==> src/rtl/display_arbiter_if.sv <==
// Display-sharing bus: requester inputs and arbiter/scanner outputs.
// master = requester side (testbench/system), slave = arbiter.
interface display_arbiter_if;
  localparam int unsigned DW = 16;

  logic          req_a;
  logic [DW-1:0] data_a;
  logic          req_b;
  logic [DW-1:0] data_b;
  logic          blank;
  logic [DW-1:0] disp_data;
  logic          disp_ena;
  logic          scan_tick;
  logic [1:0]    owner;
  logic          ack_a;
  logic          ack_b;

  modport master (
    output req_a, data_a, req_b, data_b, blank,
    input  disp_data, disp_ena, scan_tick, owner, ack_a, ack_b
  );

  modport slave (
    input  req_a, data_a, req_b, data_b, blank,
    output disp_data, disp_ena, scan_tick, owner, ack_a, ack_b
  );
endinterface

==> src/rtl/display_arbiter.sv <==
// Two-source arbiter for the shared 4-digit 7-segment display: A has priority,
// a granted source keeps the display for HOLD_TICKS scan periods, then round-robins.
module display_arbiter #(
  parameter int unsigned TICK_DIV   = 50000,
  parameter int unsigned HOLD_TICKS = 200
) (
  input logic              clk0,
  input logic              rst,
  display_arbiter_if.slave bus
);

  localparam int unsigned PW = (TICK_DIV > 2) ? $clog2(TICK_DIV) : 1;
  localparam int unsigned HW = (HOLD_TICKS > 0) ? $clog2(HOLD_TICKS + 1) : 1;
  localparam logic [PW-1:0] PRESC_LAST = PW'(TICK_DIV - 1);
  localparam logic [HW-1:0] HOLD_MAX   = HW'(HOLD_TICKS);
  localparam logic [1:0] OWN_NONE = 2'b00;
  localparam logic [1:0] OWN_A    = 2'b01;
  localparam logic [1:0] OWN_B    = 2'b10;

  typedef enum logic [1:0] {IDLE, SHOW_A, SHOW_B} state_t;

  state_t        state;
  logic [PW-1:0] presc;
  logic [HW-1:0] hold_cnt;

  logic hold_done_c;
  logic grant_a_c;
  logic grant_b_c;
  logic go_idle_c;
  logic busy_next_c;

  // Grant/release decision; release only once the hold has fully elapsed
  always_comb begin
    hold_done_c = (hold_cnt == HOLD_MAX);
    grant_a_c   = 1'b0;
    grant_b_c   = 1'b0;
    go_idle_c   = 1'b0;
    case (state)
      IDLE: begin
        grant_a_c = bus.req_a;
        grant_b_c = ~bus.req_a & bus.req_b;
      end
      SHOW_A: begin
        if (hold_done_c) begin
          if (bus.req_b)       grant_b_c = 1'b1;
          else if (~bus.req_a) go_idle_c = 1'b1;
        end
      end
      SHOW_B: begin
        if (hold_done_c) begin
          if (bus.req_a)       grant_a_c = 1'b1;
          else if (~bus.req_b) go_idle_c = 1'b1;
        end
      end
      default: go_idle_c = 1'b1;
    endcase
    busy_next_c = grant_a_c | grant_b_c | ((state != IDLE) & ~go_idle_c);
  end

  always_ff @(posedge clk0) begin
    if (rst) begin
      state         <= IDLE;
      presc         <= '0;
      hold_cnt      <= '0;
      bus.owner     <= OWN_NONE;
      bus.disp_data <= '0;
      bus.disp_ena  <= 1'b0;
      bus.scan_tick <= 1'b0;
      bus.ack_a     <= 1'b0;
      bus.ack_b     <= 1'b0;
    end else begin
      // Free-running refresh prescaler
      presc         <= (presc == PRESC_LAST) ? '0 : presc + PW'(1);
      bus.scan_tick <= (presc == PRESC_LAST);
      bus.ack_a     <= grant_a_c;
      bus.ack_b     <= grant_b_c;
      bus.disp_ena  <= busy_next_c & ~bus.blank;

      if (grant_a_c) begin
        state         <= SHOW_A;
        bus.owner     <= OWN_A;
        bus.disp_data <= bus.data_a;
        hold_cnt      <= '0;
      end else if (grant_b_c) begin
        state         <= SHOW_B;
        bus.owner     <= OWN_B;
        bus.disp_data <= bus.data_b;
        hold_cnt      <= '0;
      end else if (go_idle_c) begin
        state     <= IDLE;
        bus.owner <= OWN_NONE;
      end else if ((state != IDLE) && bus.scan_tick) begin
        // Hold advance and live-value refresh once per scan period
        if (!hold_done_c) hold_cnt <= hold_cnt + HW'(1);
        if (state == SHOW_A && bus.req_a)      bus.disp_data <= bus.data_a;
        else if (state == SHOW_B && bus.req_b) bus.disp_data <= bus.data_b;
      end
    end
  end

endmodule

==> src/flat_wrapper.sv <==
// flat-port wrapper written by rule: the top's interface ports become plain ports
module display_arbiter_flat 
#(
  parameter int unsigned TICK_DIV   = 50000,
  parameter int unsigned HOLD_TICKS = 200
)
  (clk0, rst, bus_req_a, bus_data_a, bus_req_b, bus_data_b, bus_blank, bus_disp_data, bus_disp_ena, bus_scan_tick, bus_owner, bus_ack_a, bus_ack_b);
  display_arbiter_if bus_i ();
  input logic clk0;
  input logic rst;
  input wire logic [$bits(bus_i.req_a)-1:0] bus_req_a;
  input wire logic [$bits(bus_i.data_a)-1:0] bus_data_a;
  input wire logic [$bits(bus_i.req_b)-1:0] bus_req_b;
  input wire logic [$bits(bus_i.data_b)-1:0] bus_data_b;
  input wire logic [$bits(bus_i.blank)-1:0] bus_blank;
  output wire logic [$bits(bus_i.disp_data)-1:0] bus_disp_data;
  output wire logic [$bits(bus_i.disp_ena)-1:0] bus_disp_ena;
  output wire logic [$bits(bus_i.scan_tick)-1:0] bus_scan_tick;
  output wire logic [$bits(bus_i.owner)-1:0] bus_owner;
  output wire logic [$bits(bus_i.ack_a)-1:0] bus_ack_a;
  output wire logic [$bits(bus_i.ack_b)-1:0] bus_ack_b;
  assign bus_i.req_a = bus_req_a;
  assign bus_i.data_a = bus_data_a;
  assign bus_i.req_b = bus_req_b;
  assign bus_i.data_b = bus_data_b;
  assign bus_i.blank = bus_blank;
  assign bus_disp_data = bus_i.disp_data;
  assign bus_disp_ena = bus_i.disp_ena;
  assign bus_scan_tick = bus_i.scan_tick;
  assign bus_owner = bus_i.owner;
  assign bus_ack_a = bus_i.ack_a;
  assign bus_ack_b = bus_i.ack_b;
  display_arbiter #(.TICK_DIV(TICK_DIV), .HOLD_TICKS(HOLD_TICKS)) u_core (.clk0(clk0), .rst(rst), .bus(bus_i));
endmodule
==> config.mk <==
export PLATFORM = sky130hd
export DESIGN_NAME = display_arbiter_flat
export DESIGN_NICKNAME = d
export VERILOG_FILES = /design/src/rtl/display_arbiter_if.sv /design/src/rtl/display_arbiter.sv /design/src/flat_wrapper.sv
export SDC_FILE = /design/constraint.sdc
export NUM_CORES = 1
export LEC_CHECK = 0
export CORE_ASPECT_RATIO = 0.5
export CORE_MARGIN = 2
export CORE_UTILIZATION = 35
export DETAILED_ROUTE_END_ITERATION = 16
export HOLD_SLACK_MARGIN = 0.12
export PLACE_DENSITY_LB_ADDON = 0.12
export SYNTH_ARGS = -nofsm -noshare
export SYNTH_HDL_FRONTEND = slang
export SYNTH_SLANG_ARGS = --single-unit
==> constraint.sdc <==
create_clock -name clk0 -period 2.5 [get_ports clk0]
set_input_delay 0.25 -clock clk0 [delete_from_list [all_inputs] [get_ports clk0]]
set_output_delay 0.25 -clock clk0 [all_outputs]
set_load 0.01 [all_outputs]
======== After elaboration in Yosys (flattened, before gate mapping) ========
Index checks and enable logic that the tools add are counted.
cells by class
  add/sub/neg operators ................... 2
  equality and inequality tests ........... 5
  mux-type cells .......................... 22
  bitwise gates (word level) .............. 9
  reductions and logical operators ........ 14
operator list
  operator                 number
  $mux W16                 6
  $add A16 B1 Y16 const B  1
  $eq A16 B16 Y1 const B   1
  $mux W1                  11
  $add A8 B1 Y8 const B    1
  $eq A8 B8 Y1 const B     1
  $reduce_and A3 Y1        2
  $reduce_bool A3 Y1       2
  $mux W2                  2
  $not A1 Y1               4
  $pmux W1 S2              2
  $reduce_bool A2 Y1       2
  $reduce_bool A4 Y1       1
  $reduce_or A2 Y1         2
  $and A1 B1 Y1            3
  $logic_and A1 B1 Y1      3
  $ne A3 B1 Y1 const B     1
  $pmux W1 S3              1
  $reduce_or A3 Y1         1
  $eq A2 B1 Y1 const B     1
  $eq A2 B2 Y1 const B     1
  $logic_not A2 Y1         1
  $or A1 B1 Y1             2
word-level totals
  flip-flop bits (word level) ............. 46
  bits of input ports ..................... 37

======== Longest topological paths before layout ========
Gate-level depths: netlist of run 1.
  depth after elaboration ................. 8
  depth in mapped cells ................... 8

======== Worst setup path before layout of run 1 ========
Ideal clock, no wire load.
  path kind ............................... register to register
  from .................................... register u_core.hold_cnt[0]
  to ...................................... register u_core.state[0]
  arrival time ............................ 1.840 ns
  data required time ...................... 2.430 ns
  path slack .............................. 0.589 ns
  cell stages (with the launch flop) ...... 9
  buffers on the path ..................... 2
  cells stage by stage .................... dfxtp_1 > inv_1 > ha_1 > and4bb_2 > a31o_1 > buf_6 > buf_6 > a2111o_1 > a21oi_1
between the ends
  longest elaborated chain between the ends .. 5
ends and longest elaborated chain
  element                 line                   source
  from (decl)             display_arbiter.sv:24  logic [HW-1:0] hold_cnt;
  from (signal assigned)  display_arbiter.sv:94  if (!hold_done_c) hold_cnt <= hold_cnt + HW'(1);
  $eq A8 B8 Y1 (*)        display_arbiter.sv:34  hold_done_c = (hold_cnt == HOLD_MAX);
  $mux W1                 display_arbiter.sv:44  if (hold_done_c) begin
  $pmux W1 S2             display_arbiter.sv:38  case (state)
  $mux W2                 display_arbiter.sv:84  end else if (grant_b_c) begin
  $mux W1                 display_arbiter.sv:79  if (grant_a_c) begin
  to (signal assigned)    display_arbiter.sv:80  state <= SHOW_A;
  to (signal assigned)    display_arbiter.sv:85  state <= SHOW_B;
  to (signal assigned)    display_arbiter.sv:90  state <= IDLE;
  to (decl)               display_arbiter.sv:22  state_t state;
Mark *: on every way between the ends. The rest lies on a longest branch, timed or not.
A chain may end at the register's enable or synchronous reset.

======== Final worst setup path of run 1 ========
  from .................................... register u_core.hold_cnt[0]
  to ...................................... register u_core.bus.disp_data[6]
between the ends
  longest elaborated chain between the ends .. 5
ends and longest elaborated chain
  element                                                         line                                          source
  $eq A8 B8 Y1 (*)                                                display_arbiter.sv:34
  $mux W1, on equally long branches                               display_arbiter.sv:50, display_arbiter.sv:44
  $pmux W1 S3 / $pmux W1 S2 (equally long branches)               display_arbiter.sv:38
  $ne A3 B1 Y1 (no line) (tied with other cells)                  --
  $reduce_and A3 Y1 (no line) / $mux W16 (equally long branches)  --
  to (signal assigned)                                            display_arbiter.sv:82                         bus.disp_data <= bus.data_a;
  to (signal assigned)                                            display_arbiter.sv:87                         bus.disp_data <= bus.data_b;
  to (signal assigned)                                            display_arbiter.sv:95                         if (state == SHOW_A && bus.req_a) bus.disp_data <= bus.data_a;
  to (decl)                                                       display_arbiter_if.sv:25                      output disp_data, disp_ena, scan_tick, owner, ack_a, ack_b
Marked as above.

==> metrics, run 1 <==
fin crit share 92.3%; syn nets 301; final setup fails 0; die footprint 0.00730 mm^2; Clk network pwr share 36.5%; DRC Markers 0; vias in the first global route 2157; CTS clock-pin slew for the worst setup and hold paths 0.06 ns; Max Cap Violations 0; initial core utilization 37.1%; post_cts resized 0; Hold Fails Final Rpt 0; commonest non-fill, non-tap cell in the layout clkdlybuf4s50_1; Yosys Warn Count 0; reg-to-reg startpoint u_core.hold_cnt[0]$_SDFFE_PP0P_; Clock Skew 0.00533 ns; routability cong. 0.762; critical path startpoint category flop; clock root buffer clkbuf_16; TritonCTS clock tree built; Synth async-reset ratio 0%; largest net degree at the start of global routing 24; critical path's largest stage delay 0.58 ns; Port-buffer cells 58; DRT iter0 DRCs 101; Die Wd 119 um; sequential share of power 43.6%; CP Max Fanout 16; total gr overflow 0; R2R depth 6; start point of the worst hold path u_core.presc[0]$_SDFF_PP0_; EDFF count, synth 0; worst-skew pair later-pin latency 0.29 ns; outcome finished, final reports clean; Clock Tree Buf Depth 2; Detailed Routing Iterations Pass 1 4; worst vdd ir 0.283 mV; CP Cell Sequence inv_1 -> ha_1 -> nand4bb_1 -> o31ai_4 -> a211o_1 -> a311oi_1; switching share of total power 25.9%; Hold Crit Endpoint u_core.presc[0]$_SDFF_PP0_; Die Ht 61.4 um; Comb power frac 19.9%; Mapped Cells 258; static leakage power 1.07 nW; Layout area overhead 34.2%; Hold Path Class reg -> reg; Syn Area/Cell 8.95 um^2; fin. max-slew vios 0; Worst Hold Margin 0.466 ns; crit path time final 2.31 ns; CTS Buf Count 5; Seq/Total Area, Yosys 39.9%; postcts setup bufs 0; pwr dens 595 mW/mm^2; Tightest Pin Transition 0.601 ns; CORE AREA 0.00623 mm^2; Yosys reg bits 46; relative slew slack 59.9%; WS Path Type reg -> reg; HPWL Detailed 4290 um; internal power 0.00137 W; NetSw 0.000479 W; share of cells above drive strength 1 6.11%; # rows 20; H-tree depth 2; WHS Path Cells 1; initial antenna violation count 0; Antenna Nets Post-Route 0; Cell variety after synth 39; Reg2Reg Setup Slack 0.19 ns; commonest cells after routing, fill and taps aside 58 x clkdlybuf4s50_1, 46 x dfxtp_1, 25 x nand3_1; top_reg_cell synth dfxtp_1; global-route wire length before repair 10100 um; Worst R2R End u_core.bus.disp_data[6]$_SDFFE_PP0P_; Worst EP arrival 2.44 ns; total detailed-routing wirelength 5970 um; slowest stage cell, crit path o31ai_4; final net count 353; Cell Area, Synth 0.00231 mm^2; antenna cells 0; Setup crit end kind flop; Tot GR Track Use 17.6%; Max Fclk 433 MHz; critical path required time 2.64 ns; RSZ-0062 raised after global routing false; clock net sink count 46; routed vias 2177; per-cell routed wire length 15.0 um; TNS Setup 0 ns; # hold bufs at CTS 0; num ports 59; vias per cell 5.46
==> per-layer routing <==
layer	global-route usage, %	vias up	wire, um	part of all wire, %
met1	21.3	1049	2680	45
met4	7.14	0	96	1.6
met2	31.1	27	2980	50
met3	4.54	10	219	3.7
met5	0	-	0	0
li1	-	1091	-	-
==> area by class of cell <==
type,count,area [um^2]
clock buffers,6,139
clock inverters,2,12.5
fillers,597,3130
inverters,6,22.5
multi-input cells,185,1250
flip-flops and latches,46,921
well taps,88,110
repair buffers,66,641
==> power groups by stage <==
stage | registers (W) | clock network [W] | logic [W]
floorplan | 0.000834 | 0 | 0.000175
global placement | 0.000819 | 0 | 0.000365
global route | 0.000807 | 0.000729 | 0.000407
finish | 0.000805 | 0.000674 | 0.000367
detailed placement | 0.000820 | 0 | 0.000368
CTS | 0.000804 | 0.000700 | 0.000369
==> cell usage after synthesis, drive strengths merged (3+ instances only) <==
| master | number | area (um^2) |
|---|---|---|
| dfxtp | 46 | 921 |
| nand3 | 25 | 125 |
| nor2 | 23 | 86.3 |
| o21ai | 20 | 100 |
| a2111oi | 17 | 149 |
| a311oi | 17 | 149 |
| clkbuf | 14 | 52.6 |
| xor2 | 11 | 96.3 |
| nand2 | 10 | 37.5 |
| a21oi | 7 | 35.0 |
| buf | 7 | 60.1 |
| ha | 6 | 75.1 |
| inv | 6 | 22.5 |
| nand4 | 5 | 31.3 |
| xnor2 | 5 | 43.8 |
| and3 | 4 | 25.0 |
| and4 | 3 | 26.3 |
| o31ai | 3 | 36.3 |
| or3 | 3 | 18.8 |
==> per-stage QoR <==
step	instance area [um^2]	setup slack (ns)	util, %	power (W)	cells
floorplan	2310	0.589	-	0.00101	258
global placement	2950	0.300	47.3	0.00118	391
detailed placement	2950	0.243	47.3	0.00119	391
finish	3100	0.193	49.7	0.00185	399
global route	3100	0.0227	49.7	0.00194	399
CTS	3100	0.221	49.7	0.00187	399
==> flip-flops by register name (all words and copies together) (netlist names) <==
signal / count
u_core.bus.ack_a: 1
u_core.bus.scan_tick: 1
u_core.state: 1
u_core.bus.disp_ena: 1
u_core.bus.disp_data: 16
u_core.bus.owner: 1
u_core.hold_cnt: 8
u_core.bus.ack_b: 1
u_core.presc: 16
==> how the worst max path moves through the flow <==
| stage | startpoint | end | slack, ns |
|---|---|---|---|
| 2_1_floorplan | u_core.hold_cnt[0]$_SDFFE_PP0P_ | u_core.state[0]$_SDFFE_PP0P_ | 0.59 |
| 3_3_place_gp | u_core.hold_cnt[0]$_SDFFE_PP0P_ | u_core.bus.disp_data[8]$_SDFFE_PP0P_ | 0.30 |
| 3_5_place_dp | u_core.hold_cnt[0]$_SDFFE_PP0P_ | u_core.bus.disp_data[2]$_SDFFE_PP0P_ | 0.24 |
| 4_1_cts | u_core.hold_cnt[0]$_SDFFE_PP0P_ | u_core.bus.disp_data[6]$_SDFFE_PP0P_ | 0.22 |
| 5_1_grt | u_core.hold_cnt[0]$_SDFFE_PP0P_ | u_core.bus.disp_data[5]$_SDFFE_PP0P_ | 0.02 |
| 6_report | u_core.hold_cnt[0]$_SDFFE_PP0P_ | u_core.bus.disp_data[6]$_SDFFE_PP0P_ | 0.19 |
==> worst max-delay path: cells and delay by family (launching register included) <==
| family | cells | cell delay, ns |
|---|---|---|
| adders and majority gates | 1 | 0.17 |
| AOI/OAI and AO/OA | 3 | 1.29 |
| DFF | 1 | 0.34 |
| buffers and inverters | 1 | 0.10 |
| and+or+nand+nor | 1 | 0.26 |
==> cell families (layout without fill, tap and decap cells) <==
group,count (synthesis),after routing,share of synthesized area (%)
AO/OA/AOI/OAI,74,74,23.9
XOR/XNOR,16,16,6.07
adder cells (fa/ha/maj),6,6,3.25
buffers and inverters,27,80,5.85
flip-flops,46,46,39.9
multiplexers,1,1,0.433
AND/OR/NAND/NOR,88,88,20.6
Note: power is estimated with default switching activity, not from simulation.
==> inputs of run 2 (changes only) <==
--- a/config.mk
+++ b/config.mk
@@ -11,6 +11,7 @@
 export DETAILED_ROUTE_END_ITERATION = 16
 export HOLD_SLACK_MARGIN = 0.12
 export PLACE_DENSITY_LB_ADDON = 0.12
+export REMOVE_ABC_BUFFERS = 1
 export SYNTH_ARGS = -nofsm -noshare
 export SYNTH_HDL_FRONTEND = slang
 export SYNTH_SLANG_ARGS = --single-unit
==> metrics, run 2 (synthesis results as in run 1) <==
pwr dens 591 mW/mm^2; post_cts resized 0; # rows 20; critical path required time 2.69 ns; CTS clock-pin slew for the worst setup and hold paths 0.06 ns; CORE AREA 0.00623 mm^2; initial core utilization 37.1%; total gr overflow 0; final core occ 49.8%; final setup fails 0; sequential share of power 43.8%; global-route wire length before repair 9650 um; worst-skew pair later-pin latency 0.29 ns; Tot GR Track Use 16.8%; commonest cells after routing, fill and taps aside 58 x clkdlybuf4s50_1, 46 x dfxtp_1, 25 x nand3_1; routed vias 2193; vias in the first global route 2104; largest net degree at the start of global routing 24; GR peak layer met2; static leakage power 1.08 nW; Die Wd 119 um; vias per cell 5.48; Buf/Inv on CP 1; critical path startpoint category flop; M2 GR Usage 30.1%; Clock Tree Buf Depth 2; Comb power frac 20.0%; num ports 59; Layout area overhead 34.3%; total detailed-routing wirelength 5880 um; Reg2Reg Setup Slack 0.21 ns; outcome finished, final reports clean; Max Cap Violations 0; Detailed Routing Iterations Pass 1 4; fin. max-slew vios 0; GR Util met1 20.0%; Clk network pwr share 36.1%; worst vdd ir 0.352 mV; Setup crit end kind flop; internal power 0.00137 W; HPWL Detailed 4270 um; DRC Markers 0; relative slew slack 61.5%; Tightest Pin Transition 0.578 ns; fin crit share 91.7%; Port-buffer cells 58; clock root buffer clkbuf_16; grt met3 use 4.81%; Die Ht 61.4 um; commonest non-fill, non-tap cell in the layout clkdlybuf4s50_1; clock net sink count 46; Regs by FF count u_core.bus.disp_data x16, u_core.presc x16, u_core.hold_cnt x8; switching share of total power 25.4%; RSZ-0062 raised after global routing false; Clock Skew 0.00299 ns; Antenna Nets Post-Route 0; slowest stage cell, crit path a211o_1; per-cell routed wire length 14.7 um; # hold bufs at CTS 0; TritonCTS clock tree built; postcts setup bufs 0; CP Max Fanout 16; Worst EP arrival 2.49 ns; Hold Fails Final Rpt 0; H-tree depth 2; antenna cells 0; routability cong. 0.781; CP Cell Sequence inv_1 -> ha_1 -> and4bb_2 -> a31o_1 -> a211o_1 -> a311oi_1; DRT iter0 DRCs 124; initial antenna violation count 0; WS Path Type reg -> reg; Crit path max-delay family compound AO/OA/AOI/OAI gates; TNS Setup 0 ns; final net count 354; share of cells above drive strength 1 6.09%; die footprint 0.00730 mm^2; crit path time final 2.29 ns; Hold Path Class reg -> reg; CTS Buf Count 5; NetSw 0.000465 W; Max Fclk 436 MHz; critical path's largest stage delay 0.56 ns
## run 2: cell count changes in the layout (fill, tap and decap cells not counted)
| cell | previous run | this run |
|---|---|---|
| buf_4 | 8 | 9 |
| clkbuf_1 | 0 | 1 |
| clkinvlp_4 | 1 | 0 |
## run 2: power groups by stage
stage / combinational, W / sequential (W) / clock, W
2_1_floorplan: 0.000146 / 0.000834 / 0
3_3_place_gp: 0.000366 / 0.000820 / 0
3_5_place_dp: 0.000367 / 0.000820 / 0
4_1_cts: 0.000369 / 0.000804 / 0.000683
5_1_grt: 0.000399 / 0.000808 / 0.000714
6_report: 0.000367 / 0.000803 / 0.000662
## run 2: area by class of cell
type	count	area, um^2
sequential	46	921
fill	588	3130
tap	88	110
inverter	6	22.5
clock inverter	1	5.00
multi-input combinational	185	1250
timing repair buffer	67	648
clock buffer	7	143
## run 2: worst paths after layout
kind / start / endpoint / cells past startpoint
worst max-delay path: u_core.hold_cnt[0]$_SDFFE_PP0P_ / u_core.bus.disp_data[12]$_SDFFE_PP0P_ / 6
worst min-delay path: u_core.presc[0]$_SDFF_PP0_ / u_core.presc[0]$_SDFF_PP0_ / 1
worst max register to register: u_core.hold_cnt[0]$_SDFFE_PP0P_ / u_core.bus.disp_data[12]$_SDFFE_PP0P_ / 6
worst min register to register: u_core.presc[0]$_SDFF_PP0_ / u_core.presc[0]$_SDFF_PP0_ / 1
## run 2: per-stage QoR
stage               setup WS [ns]  hold slack [ns]  power [W]  cells  area, um^2
floorplan                   0.359            0.319   0.000980    237        2200
global placement            0.346            0.445    0.00119    392        2960
detailed placement          0.238            0.455    0.00119    392        2960
CTS                         0.216            0.469    0.00186    400        3100
global route               0.0298            0.497    0.00192    400        3100
finish                      0.207            0.465    0.00183    400        3100
## run 2: metal layers
| metal | vias to the layer above | share of wire (%) |
|---|---|---|
| met5 | - | 0 |
| met4 | 0 | 1.3 |
| met3 | 8 | 4.0 |
| met2 | 39 | 49 |
| met1 | 1054 | 45 |
| li1 | 1092 | - |
==> edit 1 (settings of run 2) <==
`TICK_DIV` is set to 50000 in 2 places; all go to 100000.
--- a/src/rtl/display_arbiter.sv
+++ b/src/rtl/display_arbiter.sv
@@ -1,7 +1,7 @@
 // Two-source arbiter for the shared 4-digit 7-segment display: A has priority,
 // a granted source keeps the display for HOLD_TICKS scan periods, then round-robins.
 module display_arbiter #(
-  parameter int unsigned TICK_DIV   = 50000,
+  parameter int unsigned TICK_DIV   = 100000,
   parameter int unsigned HOLD_TICKS = 200
 ) (
   input logic              clk0,
--- a/src/flat_wrapper.sv
+++ b/src/flat_wrapper.sv
@@ -1,7 +1,7 @@
 // flat-port wrapper written by rule: the top's interface ports become plain ports
 module display_arbiter_flat 
 #(
-  parameter int unsigned TICK_DIV   = 50000,
+  parameter int unsigned TICK_DIV   = 100000,
   parameter int unsigned HOLD_TICKS = 200
 )
   (clk0, rst, bus_req_a, bus_data_a, bus_req_b, bus_data_b, bus_blank, bus_disp_data, bus_disp_ena, bus_scan_tick, bus_owner, bus_ack_a, bus_ack_b);
Function: same outputs for any inputs over 10 cycles, from zero or initial values and one cycle with rst high; that may be too few to reach the edited logic, so the function may still have changed.
==> edit 1 against run 2 <==
  * Worst setup slack better by 0.11 ns
  * Count of clock-buffer cells in the layout shrank 2
  * Power up 7.5%
  * Cell count is 4.3% higher
  * Area after synthesis up 3.5%
  * Sequential cell count is 1 higher
  * Cell area increased by 3.7%
  * Wire length grew 6.2%
  * Via count up 5.5%
  * Critical path type unchanged
  * Largest cell class unchanged
==> edit 1: results (changes against run 2) <==
INFO  logic_synthesis yosysUniqueCellTypes=45 [+15%]
INFO  floorplanning  die_ar=0.00755mm^2 [+3.3%]
INFO  finish         number_of_nets_in_the_final_layout=367 [+3.7%]
INFO  setup_path     crit_end=u_core.bus.disp_data[14]
INFO  placement      hpwl=4500um [+5.3%]
INFO  grt            first_global_vias=2313 [+9.9%]
INFO  logic_synthesis synth.yosys.seq_area_share=0.394 [-0.00519]
INFO  finish         nClkBuffers=5 [-2]
INFO  setup_path     path_max_fanout=20 [+4]
INFO  finish         clkCellAreaFrac=0.0537 [+0.00609]
INFO  finish         fillerInstances=661 [+12%]
INFO  sta            finalClockSkew=0.00680ns [+0.00382 ns]
INFO  grt            overall_global_routing_usage=0.174 [+0.00678]
INFO  finish         layout.buffer.nonclock.area_share=0.199 [-0.00973]
INFO  finish         seq_share=0.292 [-0.00428]
INFO  power_and_ir_drop cellLeakagePower=1.08nW [+0.14%]
INFO  finish         multi_input_gate_area=0.00132mm^2 [+5.1%]
INFO  cts            tritoncts_sink_count=47 [+2.2%]
INFO  sta            fin_crit=2.18ns [-0.113 ns]
INFO  finish         reg_top3=u_core.presc: 17 flops, u_core.bus.disp_data: 16 flops, u_core.hold_cnt: 8 flops
INFO  drt            wl_per_cell=15.0um [+1.9%]
INFO  drt            detailedRoute.firstIterationViolations=150 [+21%]
INFO  run_status     outcome=finished, final reports clean
INFO  grt            met1_usage=0.211 [+0.0106]
INFO  power_and_ir_drop power.ir.vdd_worst=0.247mV [-30%]
INFO  setup_path     crit_slowest_cell=a211o_2
INFO  finish         comb.multi_input.count=196 [+5.9%]
INFO  logic_synthesis post_synth_main_area_contributors=dfxtp_1, a2111oi_0, a311oi_1
INFO  finish         diodes=0 [unchanged]
INFO  sta            max_slew.worst_pin.slew=0.723ns [+0.145 ns]
INFO  logic_synthesis synth_cells=269 [+4.3%]
INFO  setup_path     worst-r2r-setup-slack=0.32ns [+0.11 ns]
INFO  drt            avgViaCountPerCell=5.55 [+1.2%]
INFO  grt            gr-usage-met2=0.303 [+0.00206]
INFO  placement      placement.setup.worst_slack=0.0882ns [-0.150 ns]
INFO  drt            wl_met1=2760um [+3.6%]
INFO  min_path       hold_start=u_core.presc[16]
INFO  grt            grt_use_met3=0.0465 [-0.00162]
INFO  placement      detailed_place.area=0.00304mm^2 [+2.9%]
INFO  finish         layout.non_clock_inverters=8 [+2]
INFO  finish         nonClockBufferCount=66 [-1.5%]
INFO  grt            grt_pass1_wl=10600um [+10%]
INFO  drt            met2_wirelength=3230um [+11%]
INFO  drt            routed-via-count=2314 [+5.5%]
INFO  setup_path     critical_path_arrival=2.38ns [-0.11 ns]
INFO  placement      globalplace.congestion=0.788 [+0.86%]
INFO  placement      dp_cells=409 [+4.3%]
INFO  drt            detailroute.wirelength.met3=183um [-23%]
[edit 1: cell types whose count changed after synthesis, sizes merged, moves of 3 or more]
| cell | before | now |
|---|---|---|
| clkbuf | 14 | 8 |
| a21oi | 7 | 12 |
| o21ai | 20 | 24 |
| or3 | 3 | 7 |
| xor2 | 11 | 7 |
| buf | 7 | 10 |
| nor2 | 23 | 20 |
[edit 1: report_power, final]
part           switching, mW  internal (mW)  leakage [nW]
logic                  0.172          0.191         0.608
registers             0.0283          0.793         0.384
clock network          0.307          0.477        0.0844
total                  0.508           1.46          1.08
[edit 1: repair_timing]
action                                  4_1_cts  5_1_grt
gates resized for setup                       0        1
setup buffers                                 0        0
endpoints found under the setup margin        0       16
[edit 1: through the flow]
stage / hold WS (ns) / util
after floorplan: 0.319 / -
after global placement: 0.467 / 0.457
after detailed placement: 0.481 / 0.457
after CTS: 0.491 / 0.483
after global routing: 0.510 / 0.484
final: 0.488 / 0.484
[edit 1: worst min-delay path by stage]
stage,slack (ns),cells past startpoint,end
finish,0.49,2,u_core.presc[16]
global route,0.51,2,u_core.presc[16]
CTS,0.49,2,u_core.presc[16]
detailed placement,0.48,2,u_core.presc[16]
global placement,0.47,2,u_core.presc[16]
floorplan,0.32,1,u_core.state[0]
[edit 1: cells by family after synthesis]
family,synth area share
AND/OR/NAND/NOR,0.208
AO/OA/AOI/OAI,0.259
flip-flops,0.394
buffers and inverters,0.0570
XOR/XNOR,0.0476
adder cells (fa/ha/maj),0.0314
multiplexers,0.00419
[edit 1: worst register-to-register path: cells and delay by family, from the launching register on]
kind / cells / cell delay (ns)
flops: 1 / 0.42
simple gates: 1 / 0.16
fa+ha+maj: 1 / 0.20
compound gates: 3 / 1.26
buf+inv: 1 / 0.07
==> edit 2 (flow settings as in run 2) <==
Made on the original files. Re-encode `state_t` (3 states) as one-hot, 3 bits wide.
--- a/src/rtl/display_arbiter.sv
+++ b/src/rtl/display_arbiter.sv
@@ -17,7 +17,7 @@
   localparam logic [1:0] OWN_A    = 2'b01;
   localparam logic [1:0] OWN_B    = 2'b10;
 
-  typedef enum logic [1:0] {IDLE, SHOW_A, SHOW_B} state_t;
+  typedef enum logic [2:0] {IDLE = 3'b001, SHOW_A = 3'b010, SHOW_B = 3'b100} state_t;
 
   state_t        state;
   logic [PW-1:0] presc;
Function: no difference found for any inputs over 10 cycles, from zero or initial values and one cycle with rst high; not proved beyond that.
==> edit 2 against run 2 <==
  * Count of clock-buffer cells in the layout is 1 lower
  * Area after synthesis up 6.7%
  * Worst setup slack better by 0.21 ns
  * Highest routed layer unchanged
  * Synthesized cell count fell by 0.39%
  * Utilization shrank 2.2 points
  * Sequential cell count grew 1
  * Combinational power increased by 21%
  * Wire length decreased by 7.2%
  * Cell area grew 3.7%
  * Global-route usage down 1.8 points
  * Power is 6.1% higher
  * Hold slack worse by 0.0095 ns
==> edit 2: results (changes against run 2) <==
INFO  finish         layout.non_clock_inverters=5 [-1]
INFO  grt            grt_use_met3=0.0444 [-0.00376]
INFO  run_status     outcome=finished, final reports clean
INFO  logic_synthesis synth.yosys.seq_area_share=0.382 [-0.0170]
INFO  drt            drtPass1Iterations=5 [+1]
INFO  finish         drive_above_1_share=0.102 [+0.0407]
INFO  finish         proportion_of_cell_area_occupied_by_multi_input_gates=0.413 [+0.00943]
INFO  finish         ff_latch_area=941um^2 [+2.2%]
INFO  drt            wl_met1=2530um [-5.0%]
INFO  floorplanning  placeableCoreArea=0.00675mm^2 [+8.4%]
INFO  logic_synthesis synth-compound-area-share=0.128 [-0.111]
INFO  logic_synthesis muxShareOfSynthArea=0.0650 [+0.0606]
INFO  finish         comb.multi_input.count=188 [+1.6%]
INFO  grt            met1_usage=0.183 [-0.0175]
INFO  sta            finalClockSkew=0.00238ns [-0.000609 ns]
INFO  finish         nClkBuffers=6 [-1]
INFO  power_and_ir_drop cellLeakagePower=1.12nW [+4.1%]
INFO  sta            final.hold.worst_slack=0.456ns [-0.00948 ns]
INFO  grt            grt_pass1_wl=9250um [-4.1%]
INFO  placement      globalplace.congestion=0.818 [+4.8%]
INFO  drt            routed-via-count=2012 [-8.3%]
INFO  finish         nonClockBufferCount=68 [+1.5%]
INFO  logic_synthesis ys_seq_elements=47 [+2.2%]
INFO  logic_synthesis yosysUniqueCellTypes=52 [+33%]
INFO  drt            detailroute.wirelength.met3=162um [-32%]
INFO  grt            gr-usage-met2=0.250 [-0.0513]
INFO  logic_synthesis synth_adder_area_share=0.0152 [-0.0173]
INFO  placement      hpwl=3990um [-6.6%]
INFO  setup_path     worst-r2r-setup-slack=0.42ns [+0.21 ns]
INFO  logic_synthesis syn_area_per_cell=9.59um^2 [+7.1%]
[edit 2: cell types whose count changed in the layout (fill, tap and decap cells not counted), sizes merged, moves of 4 or more]
cell	delta
mux2i	+15
nor2b	+5
a211oi	+16
o21ai	-18
nor3	+18
xnor2	+8
a2111oi	-16
nor2	+16
nand3	-19
a21oi	-4
nand4	+6
a311oi	-17
[edit 2: critical path: stages (launching register included)]
cell and delay (ns):
dfxtp_1 0.33, inv_1 0.08, ha_1 0.22, and4bb_4 0.22
a2111oi_1 0.34, a311o_1 0.24, buf_12 0.19, mux2i_1 0.24
a211oi_2 0.09
[edit 2: report_power, final]
| part | internal (mW) | leakage, nW | switching [mW] |
|---|---|---|---|
| Clock | 0.391 | 0.0727 | 0.273 |
| Combinational | 0.243 | 0.663 | 0.200 |
| Sequential | 0.802 | 0.384 | 0.0352 |
